<file path="config.mk">
export PLATFORM = sky130hd
export DESIGN_NAME = uart_apb_sched
export DESIGN_NICKNAME = d
export VERILOG_FILES = /design/src/rtl/uart_apb_sched.sv
export SDC_FILE = /design/constraint.sdc
export NUM_CORES = 1
export LEC_CHECK = 0
export BUFFER_PORTS_ARGS = -buffer_cell sky130_fd_sc_hd__buf_2
export CORE_ASPECT_RATIO = 2
export CORE_MARGIN = 4
export CORE_UTILIZATION = 40
export CTS_CLUSTER_DIAMETER = 30
export DETAILED_ROUTE_END_ITERATION = 6
export PLACE_DENSITY = 0.73
export SLEW_MARGIN = 20
export SYNTH_ARGS = -nofsm -noshare
export SYNTH_HDL_FRONTEND = slang
export SYNTH_SLANG_ARGS = --single-unit
</file>
<file path="constraint.sdc">
create_clock -name sys_clk -period 2.05 [get_ports sys_clk]
set_clock_uncertainty 0.15 [all_clocks]
set_input_delay 0.1025 -clock sys_clk [delete_from_list [all_inputs] [get_ports sys_clk]]
set_output_delay 0.1025 -clock sys_clk [all_outputs]
set_load 0.01 [all_outputs]
</file>
<file path="src/rtl/uart_apb_sched.sv">
`default_nettype none
// ============================================================================
// Module   : uart_apb_sched
// Purpose  : APB master that initialises a UART register block after reset,
//            then schedules runtime accesses: two round-robin transmit
//            requesters share THR, an optional receive poller drains RBR.
//            THR is only written after an LSR read that reported THRE=1.
// Ports    : sys_clk/sys_rst       - clock, synchronous active-high reset
//            paddr/psel/penable/pwrite/pwdata/prdata - APB master port
//            tx_req*/tx_data*/tx_ack* - transmit requesters (ack = pulse)
//            rx_en/rx_vld/rx_data  - receive draining and delivered byte
//            err_vld/err_flags     - {FE,PE,OE} seen in an LSR read
//            init_done             - register init sequence complete
// Revision : 1.0 - initial release
// ============================================================================
module uart_apb_sched #(
    parameter logic [7:0] LCR_INIT = 8'h03,
    parameter logic [7:0] DLL_INIT = 8'h1B,
    parameter logic [7:0] DLH_INIT = 8'h00,
    parameter logic [7:0] IER_INIT = 8'h00
) (
    input  logic        sys_clk,
    input  logic        sys_rst,
    output logic [31:0] paddr,
    output logic        psel,
    output logic        penable,
    output logic        pwrite,
    output logic [31:0] pwdata,
    input  logic [31:0] prdata,
    input  logic        tx_req0,
    input  logic        tx_req1,
    input  logic [7:0]  tx_data0,
    input  logic [7:0]  tx_data1,
    output logic        tx_ack0,
    output logic        tx_ack1,
    input  logic        rx_en,
    output logic        rx_vld,
    output logic [7:0]  rx_data,
    output logic        err_vld,
    output logic [2:0]  err_flags,
    output logic        init_done
);

    localparam logic [3:0] c_init_usr      = 4'd0;
    localparam logic [3:0] c_init_lcr_dlab = 4'd1;
    localparam logic [3:0] c_init_dll      = 4'd2;
    localparam logic [3:0] c_init_dlh      = 4'd3;
    localparam logic [3:0] c_init_lcr      = 4'd4;
    localparam logic [3:0] c_init_ier      = 4'd5;
    localparam logic [3:0] c_idle          = 4'd6;
    localparam logic [3:0] c_poll_lsr      = 4'd7;
    localparam logic [3:0] c_rd_rbr        = 4'd8;
    localparam logic [3:0] c_wr_thr        = 4'd9;

    localparam logic [31:0] c_addr_thr = 32'h0000_0000;  // also RBR, DLL
    localparam logic [31:0] c_addr_ier = 32'h0000_0004;  // also DLH
    localparam logic [31:0] c_addr_lcr = 32'h0000_000C;
    localparam logic [31:0] c_addr_lsr = 32'h0000_0014;
    localparam logic [31:0] c_addr_usr = 32'h0000_007C;

    // r_state names the transfer in flight (or about to start); psel/penable
    // tell which phase of it the bus is in.
    logic [3:0]  r_state;
    logic        r_last;   // requester granted by the last completed THR write
    logic        r_gnt;    // grant latched during the LSR poll

    logic [3:0]  w_nxt;
    logic        w_start;
    logic        w_to_access;
    logic        w_access_end;
    logic        w_tx_pend;
    logic        w_gnt;
    logic [31:0] w_addr;
    logic        w_write;
    logic [7:0]  w_wbyte;
    logic        w_unused_ok;

    assign w_access_end = psel & penable;
    assign w_tx_pend    = tx_req0 | tx_req1;
    // On a tie the requester that did not win last time goes next.
    assign w_gnt        = (tx_req0 & tx_req1) ? ~r_last : tx_req1;
    assign w_unused_ok  = ^prdata[31:8];

    // Sequencing: decide which transfer (if any) starts in the next cycle.
    always_comb begin
        w_nxt       = r_state;
        w_start     = 1'b0;
        w_to_access = 1'b0;
        if (!psel) begin
            if (r_state == c_idle) begin
                if (w_tx_pend | rx_en) begin
                    w_nxt   = c_poll_lsr;
                    w_start = 1'b1;
                end
            end else begin
                // First transfer after reset: state is parked, bus is quiet.
                w_start = 1'b1;
            end
        end else if (!penable) begin
            w_to_access = 1'b1;
        end else begin
            case (r_state)
                c_init_usr: begin
                    w_start = 1'b1;
                    if (!prdata[0]) begin
                        w_nxt = c_init_lcr_dlab;
                    end
                end
                c_init_lcr_dlab: begin w_nxt = c_init_dll; w_start = 1'b1; end
                c_init_dll:      begin w_nxt = c_init_dlh; w_start = 1'b1; end
                c_init_dlh:      begin w_nxt = c_init_lcr; w_start = 1'b1; end
                c_init_lcr:      begin w_nxt = c_init_ier; w_start = 1'b1; end
                c_poll_lsr: begin
                    if (rx_en && prdata[0]) begin
                        w_nxt   = c_rd_rbr;
                        w_start = 1'b1;
                    end else if (w_tx_pend && prdata[5]) begin
                        w_nxt   = c_wr_thr;
                        w_start = 1'b1;
                    end else begin
                        w_nxt = c_idle;
                    end
                end
                default: w_nxt = c_idle;
            endcase
        end
    end

    // Address/direction/data of the transfer about to be set up.
    always_comb begin
        w_addr  = c_addr_thr;
        w_write = 1'b0;
        w_wbyte = 8'h00;
        case (w_nxt)
            c_init_usr: w_addr = c_addr_usr;
            c_init_lcr_dlab: begin
                w_addr  = c_addr_lcr;
                w_write = 1'b1;
                w_wbyte = {1'b1, 2'b00, LCR_INIT[4:0]};
            end
            c_init_dll: begin
                w_write = 1'b1;
                w_wbyte = DLL_INIT;
            end
            c_init_dlh: begin
                w_addr  = c_addr_ier;
                w_write = 1'b1;
                w_wbyte = DLH_INIT;
            end
            c_init_lcr: begin
                w_addr  = c_addr_lcr;
                w_write = 1'b1;
                w_wbyte = {3'b000, LCR_INIT[4:0]};
            end
            c_init_ier: begin
                w_addr  = c_addr_ier;
                w_write = 1'b1;
                w_wbyte = {4'h0, IER_INIT[3:0]};
            end
            c_poll_lsr: w_addr = c_addr_lsr;
            c_wr_thr: begin
                // Only entered straight from the poll, so the live grant is
                // the one being latched on this same edge.
                w_write = 1'b1;
                w_wbyte = w_gnt ? tx_data1 : tx_data0;
            end
            default: ;
        endcase
    end

    always_ff @(posedge sys_clk) begin
        if (sys_rst) begin
            r_state   <= c_init_usr;
            r_last    <= 1'b1;
            r_gnt     <= 1'b0;
            psel      <= 1'b0;
            penable   <= 1'b0;
            pwrite    <= 1'b0;
            paddr     <= 32'h0;
            pwdata    <= 32'h0;
            tx_ack0   <= 1'b0;
            tx_ack1   <= 1'b0;
            rx_vld    <= 1'b0;
            rx_data   <= 8'h00;
            err_vld   <= 1'b0;
            err_flags <= 3'b000;
            init_done <= 1'b0;
        end else begin
            r_state <= w_nxt;
            tx_ack0 <= 1'b0;
            tx_ack1 <= 1'b0;
            rx_vld  <= 1'b0;
            err_vld <= 1'b0;

            if (w_start) begin
                psel    <= 1'b1;
                penable <= 1'b0;
                pwrite  <= w_write;
                paddr   <= w_addr;
                pwdata  <= {24'h0, w_wbyte};
            end else if (w_to_access) begin
                penable <= 1'b1;
            end else begin
                psel    <= 1'b0;
                penable <= 1'b0;
                pwrite  <= 1'b0;
                paddr   <= 32'h0;
                pwdata  <= 32'h0;
            end

            if (w_access_end) begin
                case (r_state)
                    c_init_ier: init_done <= 1'b1;
                    c_poll_lsr: begin
                        r_gnt <= w_gnt;
                        if (prdata[3:1] != 3'b000) begin
                            err_vld   <= 1'b1;
                            err_flags <= prdata[3:1];
                        end
                    end
                    c_rd_rbr: begin
                        rx_vld  <= 1'b1;
                        rx_data <= prdata[7:0];
                    end
                    c_wr_thr: begin
                        tx_ack0 <= ~r_gnt;
                        tx_ack1 <= r_gnt;
                        r_last  <= r_gnt;
                    end
                    default: ;
                endcase
            end
        end
    end

endmodule
`default_nettype wire
</file>
* Yosys cells after proc, flatten, opt, wreduce, memory -nomap -nowiden *
Cells that the tools add are included.

cells by class
  eq/ne operators = 17
  multiplexer cells = 32
  bitwise logic cells = 9
  reductions and logical operators = 18

operators by type and width
  operator            count
  $mux 32             2
  $pmux 8 s4          1
  $eq 4x3->1 const B  7
  $mux 4              7
  $pmux 7 s4          1
  $mux 8              3
  $pmux 4 s6          1
  $eq 4x2->1 const B  4
  $mux 1              16
  $eq 4x4->1 const B  3
  $eq 4x1->1 const B  2
  $logic_not 4->1     2
  $reduce_and 2->1    4
  $reduce_or 2->1     4
  $reduce_or 3->1     2
  $reduce_or 6->1     1
  $not 1->1           5
  $reduce_or 5->1     1
  $reduce_and 3->1    1
  $reduce_bool 3->1   1
  $and 1x1->1         2
  $logic_and 1x1->1   2
  $ne 2x2->1 const B  1
  $or 1x1->1          2
  $pmux 1 s2          1

word-level totals
  flip-flop bits (word level) = 65
  output and inout port bits = 83

* Longest topological paths before layout *
Gate-level depths: netlist (run 1).

  word-level depth = 11
  gate-level depth with buffers = 7

* Least setup slack after synthesis (run 1) *
No wires, ideal clock.

  path type = register to register
  start point = register penable
  end point = register paddr[5]
  library setup time = 0.071 ns
  data arrival time = 1.756 ns
  required time = 1.829 ns
  slack = 0.073 ns
  cell stages (with the launch flop) = 7
  buffers on the path = 1
  clock period less this slack = 1.977 ns
  cell sequence = dfxtp_1 -> buf_4 -> nand2_2 -> or3b_1 -> a221o_1 -> or3_1 -> a21oi_1

on the way
  longest elaborated chain between the ends = 6
  elaborated cells between the ends (all ways) = 17

ends and longest elaborated chain
  item                                line  text
  from (decl)                         26    output logic penable,
  from (signal assigned)              177   penable <= 1'b0;
  from (signal assigned)              197   penable <= 1'b0;
  from (signal assigned)              202   penable <= 1'b1;
  $mux 4                              99    end else if (!penable) begin
  $mux 4                              89    if (!psel) begin
  $eq 4x3->1 (tied with other cells)  134   case (w_nxt)
  $reduce_or 2->1 (no line)           -
  $pmux 7 s4                          134
  $mux 32                             195   if (w_start) begin
  to (signal assigned)                199   paddr <= w_addr;
  to (decl)                           24    output logic [31:0] paddr,

Parallel ways exist; a longest one is shown, timed or not.
A chain may end at the register's enable or synchronous reset.

* Final worst setup path (run 1) *
  start point = register r_state[3]
  end point = register paddr[5]

on the way
  longest elaborated chain between the ends = 8
  elaborated cells between the ends (all ways) = 29

ends and longest elaborated chain
  item                                line  text
  from (decl)                         63    logic [3:0] r_state;
  from (signal assigned)              173   r_state <= c_init_usr;
  from (signal assigned)              189   r_state <= w_nxt;
  $eq 4x3->1 (tied with other cells)  102   case (r_state)
  $pmux 4 s6                          102
  $mux 4                              99
  $mux 4                              89
  $eq 4x3->1 (tied with other cells)  134
  $reduce_or 2->1 (no line)           -
  $pmux 7 s4                          134
  $mux 32                             195

Parallel ways exist; a longest one is shown, timed or not.

==> results.md, run 1 <==
* Outcome: finished clean
* RR Startpoint: r_state[3]$_SDFF_PP0_
* I/O Pins at 136
* Number of H-tree levels at 2
* Final Util at 0.531
* Post-synth top flop: dfxtp_1
* Max Slew Vio Count at 0
* Leak Pwr at roughly 1.4 nW
* Required time worst endpoint at 2.13 ns
* CTS tree: built
* Post-route minimum period at around 2.0 ns
* Core ar. at between 5000 and 6000 sq um
* First-pass GRT wire length at ~8.5 mm
* Die Y at 113 microns
* Final Power at 2.01 mW
* Share of cells above drive strength 1 at 0.344
* Worst reg2reg path depth at 7
* Num CTS Buffers at 5
* Worst path most repeated cell: buf_4
* Critical-path maximum fanout at 12
* Synthesis-to-finish area growth at 30.1%
* ANT nets after route at 0
* Nets@finish at 398
* Via count of the first global-routing pass at around 1,900
* CTS sink count at 37
* Ant diodes at 0
* Worst VDD drop at about 0.56 mV
* CTS root buffer: clkbuf_8
* Die width at a little over 60 microns
* Setup violators final at 0
* Worst path slowest cell: dfxtp_1
* Number of cells in the finished layout apart from fillers at 406
* DP HPWL at approximately 4.2 mm
* Crit-path cells: buf_4 -> a2111oi_2 -> o21ai_2 -> buf_4 -> nand2_2 -> or3_1 -> a21oi_1
* Worst hold path type: in -> reg
* R2r setup slk at ~0.057 ns
* Setup CP Type: reg -> reg
* CP Launch Type: register
* Via count at 2,014
* CP endpoint: paddr[5]$_SDFFE_PP0P_
* Synth async-reset ratio at 0
* Register area share after synthesis at 0.334
* Largest area contributor in the netlist: dfxtp_1
* Final wirelength at ~5.5 mm
* Max_slew headroom at 0.662
* Final Cycle Share at 0.972
* Cell with the most instances after synthesis: buf_4
* CP peak stage delay at about 0.42 ns
* # port buffers at 60
* Filler cells at about 510
* Cell count after synthesis at between 200 and 250
* DRT iter0 DRCs at 33
* Clock Path Buffers at 2
* DP Cell Count at 377
* Crit. Startpoint: r_state[3]$_SDFF_PP0_
* Netlist cell types at 54
* Mapped Area at 2210 sq um
* Post-DP Area at 2500 sq um
* Max Cap Violations at 0
* Vias/cell at 4.96
* Hold Violations, Final at 0
* Clock Pin Slew Worst Setup and Hold Paths at around 0.08 ns
* Worst setup EP type: register
* Starting density of the core at 0.409
* Post-synth top cells: buf_4 (55), dfxtp_1 (37), nor2_1 (27)
* TritonRoute pass-1 iters at 4
* Power per cell area at between 600 and 700 nW/um^2
* Synth Register Bits at 37
* Arr. time, crit path at slightly above 2 ns
* Delay-heaviest family, CP: compound AO/OA/AOI/OAI gates
* FF-to-FF End: paddr[5]$_SDFFE_PP0P_
* Die area at approximately 6900 sq um
* Area share of the leading cell type in the synthesized netlist at 0.334
* Yosys warning total at 0
* Tot GR Track Use at 0.161
* Num rows at 38
* Slew @ Worst Pin at a little over 0.5 ns
* Fmax at about 500 MHz
* Post-route DRC violation count at 0
* GPL Wtd Cong at about 0.85
* Clock latency reported for the late side of the worst-skew pair at 0.29 ns
* Antenna violations before repair at 0
* Largest net degree at the start of global routing at 18
* Post-synth EDFFs at 0
* Top cells by area, synth: dfxtp_1 (33%), buf_4 (19%), mux2i_1 (7.7%)
* Syn_area_per_cell at around 9 sq um
* RSZ-0062 raised after global routing: yes
* Crit path depth at 7
* Grt total ovfl at 0
* Drt wl/cell at ~13 microns
* Worst Path Buf+Inv at 2
* Fin Setup TNS at 0 ns
* Final instance area at ~2900 sq um
[worst min-delay path, cell delays in order]
cell	delay, ns
buf_2	0.08
mux2i_1	0.06
nor2_1	0.09
o211ai_1	0.10
nand2_1	0.06
[registers in the layout, indices dropped and copies added, names as in the netlist]
| register | cells |
|---|---|
| penable | 1 |
| err_flags | 3 |
| r_last | 1 |
| err_vld | 1 |
| paddr | 4 |
| pwdata | 8 |
| tx_ack0 | 1 |
| psel | 1 |
| tx_ack1 | 1 |
| r_gnt | 1 |
| pwrite | 1 |
| rx_data | 8 |
| r_state | 4 |
| init_done | 1 |
| rx_vld | 1 |
[cells by family (layout without fill, tap and decap cells)]
group,Yosys count,count (layout),synth area share
muxes,17,17,0.0768
and+or+nand+nor,66,66,0.160
other,1,51,0.00169
buffers and inverters,66,115,0.210
AOI/OAI and AO/OA,58,58,0.208
xor gates and xnor gates,2,2,0.00791
DFF,37,37,0.334
[worst min path at each step]
stage                         endpoint  cells after the start  slack [ns]         from
2_1_floorplan  rx_data[0]$_SDFFE_PP0P_                      2         0.1    prdata[0]
3_3_place_gp   rx_data[4]$_SDFFE_PP0P_                      3        0.20    prdata[4]
3_5_place_dp   rx_data[6]$_SDFFE_PP0P_                      3        0.21    prdata[6]
4_1_cts         pwdata[0]$_SDFFE_PP0P_                      5        0.06  tx_data0[0]
5_1_grt         pwdata[0]$_SDFFE_PP0P_                      5        0.13  tx_data1[0]
6_report        pwdata[1]$_SDFFE_PP0P_                      5        0.08  tx_data0[1]
[through the flow]
stage | setup WS (ns) | hold WS [ns]
global route | -0.0333 | 0.130
finish | 0.0569 | 0.0795
detailed placement | -0.110 | 0.209
floorplan | 0.0729 | 0.0997
global placement | -0.0629 | 0.196
CTS | 0.0145 | 0.0586
[power breakdown]
group / switching [mW] / leakage [nW] / total, mW / internal (mW)
logic: 0.249 / 1.01 / 0.461 / 0.212
clock network: 0.272 / 0.0687 / 0.762 / 0.490
registers: 0.0308 / 0.302 / 0.787 / 0.757
total: 0.552 / 1.38 / 2.01 / 1.46
[what timing repair did]
action	in CTS	in global routing
resized for setup	4	7
hold endpoints to repair	17	0
gates cloned	0	0
buffers inserted	1	5
endpoints found under the setup margin	9	12
pin swaps	2	2
hold buffers	15	0
[final cells by class]
type	count	area (sq um)	share of cell area
clock inverters	3	68.8	0.0239
inverters	2	7.51	0.00261
multi-input cells	194	1220	0.423
well taps	60	75.1	0.0261
flip-flops and latches	37	751	0.261
clock buffers	5	68.8	0.0239
repair buffers	105	692	0.240
[layout by cell type (no fill, tap or decap), types with 3 or more instances in the layout]
master / n
a22o_1: 4
buf_2: 60
clkbuf_8: 5
nor2_1: 27
conb_1: 51
dlygate4sd3_1: 15
a21oi_1: 8
nand2_1: 11
mux2i_1: 17
o21ai_0: 9
a22oi_1: 3
dfxtp_1: 33
nor3b_1: 4
o211ai_1: 3
buf_4: 28
[per-layer routing]
metal / part of all wire / GRT usage / up-vias
met4: 0.028 / 0.0666 / 0
li1: - / - / 965
met1: 0.34 / 0.159 / 935
met3: 0.088 / 0.0320 / 13
met5: 0 / 0 / -
met2: 0.54 / 0.303 / 101
No activity file was read; power rests on OpenSTA's default activity.
==> inputs of run 2 (changes only) <==
Settings changed: CORE_UTILIZATION 40 to 43, PLACE_DENSITY 0.73 to 0.78.
==> run 2 against run 1 <==
  * Cell area is 0.70% lower
  * Maximum frequency up 1.9%
  * Worst setup slack better by 0.037 ns
  * Combinational power is 3% lower
  * Register-to-register slack gained 0.04 ns
  * Die area decreased by 6.3%
  * Clock power fell by 12%
  * Critical path depth is 1 higher
  * Flip-flop and latch count unchanged
  * Via count fell by 3.0%
  * Final cell count fell by 0.49%
  * Largest cell class unchanged
  * Largest power group unchanged
==> results.md, run 2 (synthesized netlist as in run 1, its figures left out) <==
* Tot GR Track Use at 0.167
* DP HPWL at between 4 and 5 mm
* Num rows at 36
* Critical-path maximum fanout at 9
* Max Slew Vio Count at 0
* Clock latency reported for the late side of the worst-skew pair at ~0.30 ns
* Vias/cell at 4.83
* TritonRoute pass-1 iters at 4
* Via count at between 1,500 and 2,000
* Number of H-tree levels at 2
* Max_slew headroom at 0.662
* DP Cell Count at approximately 380
* Drt wl/cell at 13.3 microns
* R2r setup slk at around 0.094 ns
* CTS root buffer: clkbuf_8
* Post-route DRC violation count at 0
* Final Cycle Share at 0.954
* Power per cell area at 661 nW/um^2
* Hold Violations, Final at 0
* Hold Slack at 0.0379 ns
* Final worst slack at ~0.094 ns
* FF-to-FF End: paddr[4]$_SDFFE_PP0P_
* Worst path slowest cell: dfxtp_2
* Worst reg2reg path depth at 8
* Antenna violations before repair at 0
* Via count of the first global-routing pass at about 1,800
* Worst path most repeated cell: buf_4
* Clock Path Buffers at 2
* # port buffers at 60
* Core ar. at about 5000 sq um
* Die width at ~59 microns
* Crit-path cells: buf_4 -> a2111oi_2 -> o21ai_2 -> buf_4 -> buf_4 -> a211o_1 -> o21ai_0 -> a22o_1
* Outcome: finished clean
* Die area at 6430 sq um
* Worst Path Buf+Inv at 3
* Setup violators final at 0
* Clock Pin Slew Worst Setup and Hold Paths at 0.08 ns
* Die Y at between 100 and 150 microns
* GPL Wtd Cong at a little over 0.9
* CTS sink count at 37
* Arr. time, crit path at 2.05 ns
* Number of cells in the finished layout apart from fillers at 404
* Ant diodes at 0
* Share of cells above drive strength 1 at 0.352
* First-pass GRT wire length at 8.29 mm
* Top Registers: pwdata x8, rx_data x8
* Leak Pwr at approximately 1.4 nW
* Setup CP Type: reg -> reg
* Fin Setup TNS at 0 ns
* Fmax at between 500 and 600 MHz
* Final wirelength at 5.38 mm
* Worst setup EP type: register
* Hold_sp: tx_data0[1]
* Pre-CTS setup slack at roughly 0.0019 ns
* Slew @ Worst Pin at 0.507 ns
* Synthesis-to-finish area growth at 29.2%
* Largest net degree at the start of global routing at 27
* I/O Pins at roughly 140
* Worst hold path type: in -> reg
* Grt total ovfl at 0
* Max Cap Violations at 0
* Filler cells at about 450
* CP Launch Type: register
* Commonest non-fill, non-tap cell in the layout: buf_2
* Hold path depth at 5
* ANT nets after route at 0
* Nets@finish at 399
* Worst VDD drop at just under 0.5 mV
* Worst hold endpoint: pwdata[1]$_SDFFE_PP0P_
* RR Startpoint: r_state[1]$_SDFF_PP0_
* Delay-heaviest family, CP: compound AO/OA/AOI/OAI gates
* Starting density of the core at 0.447
* Post-route minimum period at between 1.5 and 2 ns
* Num CTS Buffers at 5
* CP peak stage delay at 0.37 ns
* Commonest cells after routing, fill and taps aside: buf_2 (60), conb_1 (51), dfxtp_1 (33), buf_4 (30), nor2_1 (27)
* CTS tree: built
* Required time worst endpoint at 2.15 ns
* Final Util at 0.577
* DRT iter0 DRCs at 24
* Crit. Startpoint: r_state[1]$_SDFF_PP0_
* RSZ-0062 raised after global routing: no
==> run 2: cell count changes in the layout (fill, tap and decap cells not counted), sizes merged <==
cell / previous run / this run
buf: 90 / 92
bufinv: 2 / 1
clkbuf: 5 / 6
clkinvlp: 0 / 1
dlygate4sd3: 15 / 14
inv: 3 / 2
==> run 2: worst max-delay path by stage <==
stage / endpoint / slack [ns] / depth (start not counted)
floorplan: paddr[5]$_SDFFE_PP0P_ / 0.07 / 6
global placement: paddr[5]$_SDFFE_PP0P_ / 0.006 / 7
detailed placement: paddr[5]$_SDFFE_PP0P_ / 0.002 / 7
CTS: pwdata[6]$_SDFFE_PP0P_ / 0.01 / 6
global route: pwdata[3]$_SDFFE_PP0P_ / 0.03 / 7
finish: paddr[4]$_SDFFE_PP0P_ / 0.09 / 8
==> run 2: area by class of cell <==
class / instances / area, sq um / share of cell area
Clock inverter: 2 / 37.5 / 0.0131
Inverter: 2 / 7.51 / 0.00262
Sequential cell: 37 / 746 / 0.261
Multi-Input combinational cell: 194 / 1230 / 0.429
Tap cell: 57 / 71.3 / 0.0249
Timing Repair Buffer: 106 / 688 / 0.241
Clock buffer: 6 / 82.6 / 0.0289
==> run 2: metal layers <==
layer	routed length, microns	vias to the layer above	share of wire	global-route usage
met2	2910	81	0.54	0.304
li1	-	964	-	-
met1	1880	893	0.35	0.172
met5	0	-	0	0
met3	393	15	0.073	0.0270
met4	194	0	0.036	0.0989
==> run 2: through the flow <==
| step | total power [mW] | cell area, sq um |
|---|---|---|
| after floorplan | 1.13 | 2400 |
| after global placement | 1.20 | 2520 |
| after detailed placement | 1.20 | 2520 |
| after CTS | 1.89 | 2790 |
| after global routing | 1.98 | 2860 |
| final | 1.89 | 2860 |
==> run 2: timing repair <==
action,4_1_cts,5_1_grt
buffers inserted,0,5
hold buffers,14,0
pin swaps,0,4
resized for setup,2,10
endpoints found under the hold margin,14,0
setup endpoints to repair,4,10
==> run 2: power by group <==
group	internal [mW]	switching [mW]
clock network	0.395	0.271
logic	0.198	0.247
registers	0.757	0.0234
==> run 2: worst min-delay path, stage by stage <==
cell and delay, ns:
buf_2 0.07, mux2i_1 0.05, nor2_1 0.09, o211ai_1 0.08, nand2_1 0.05
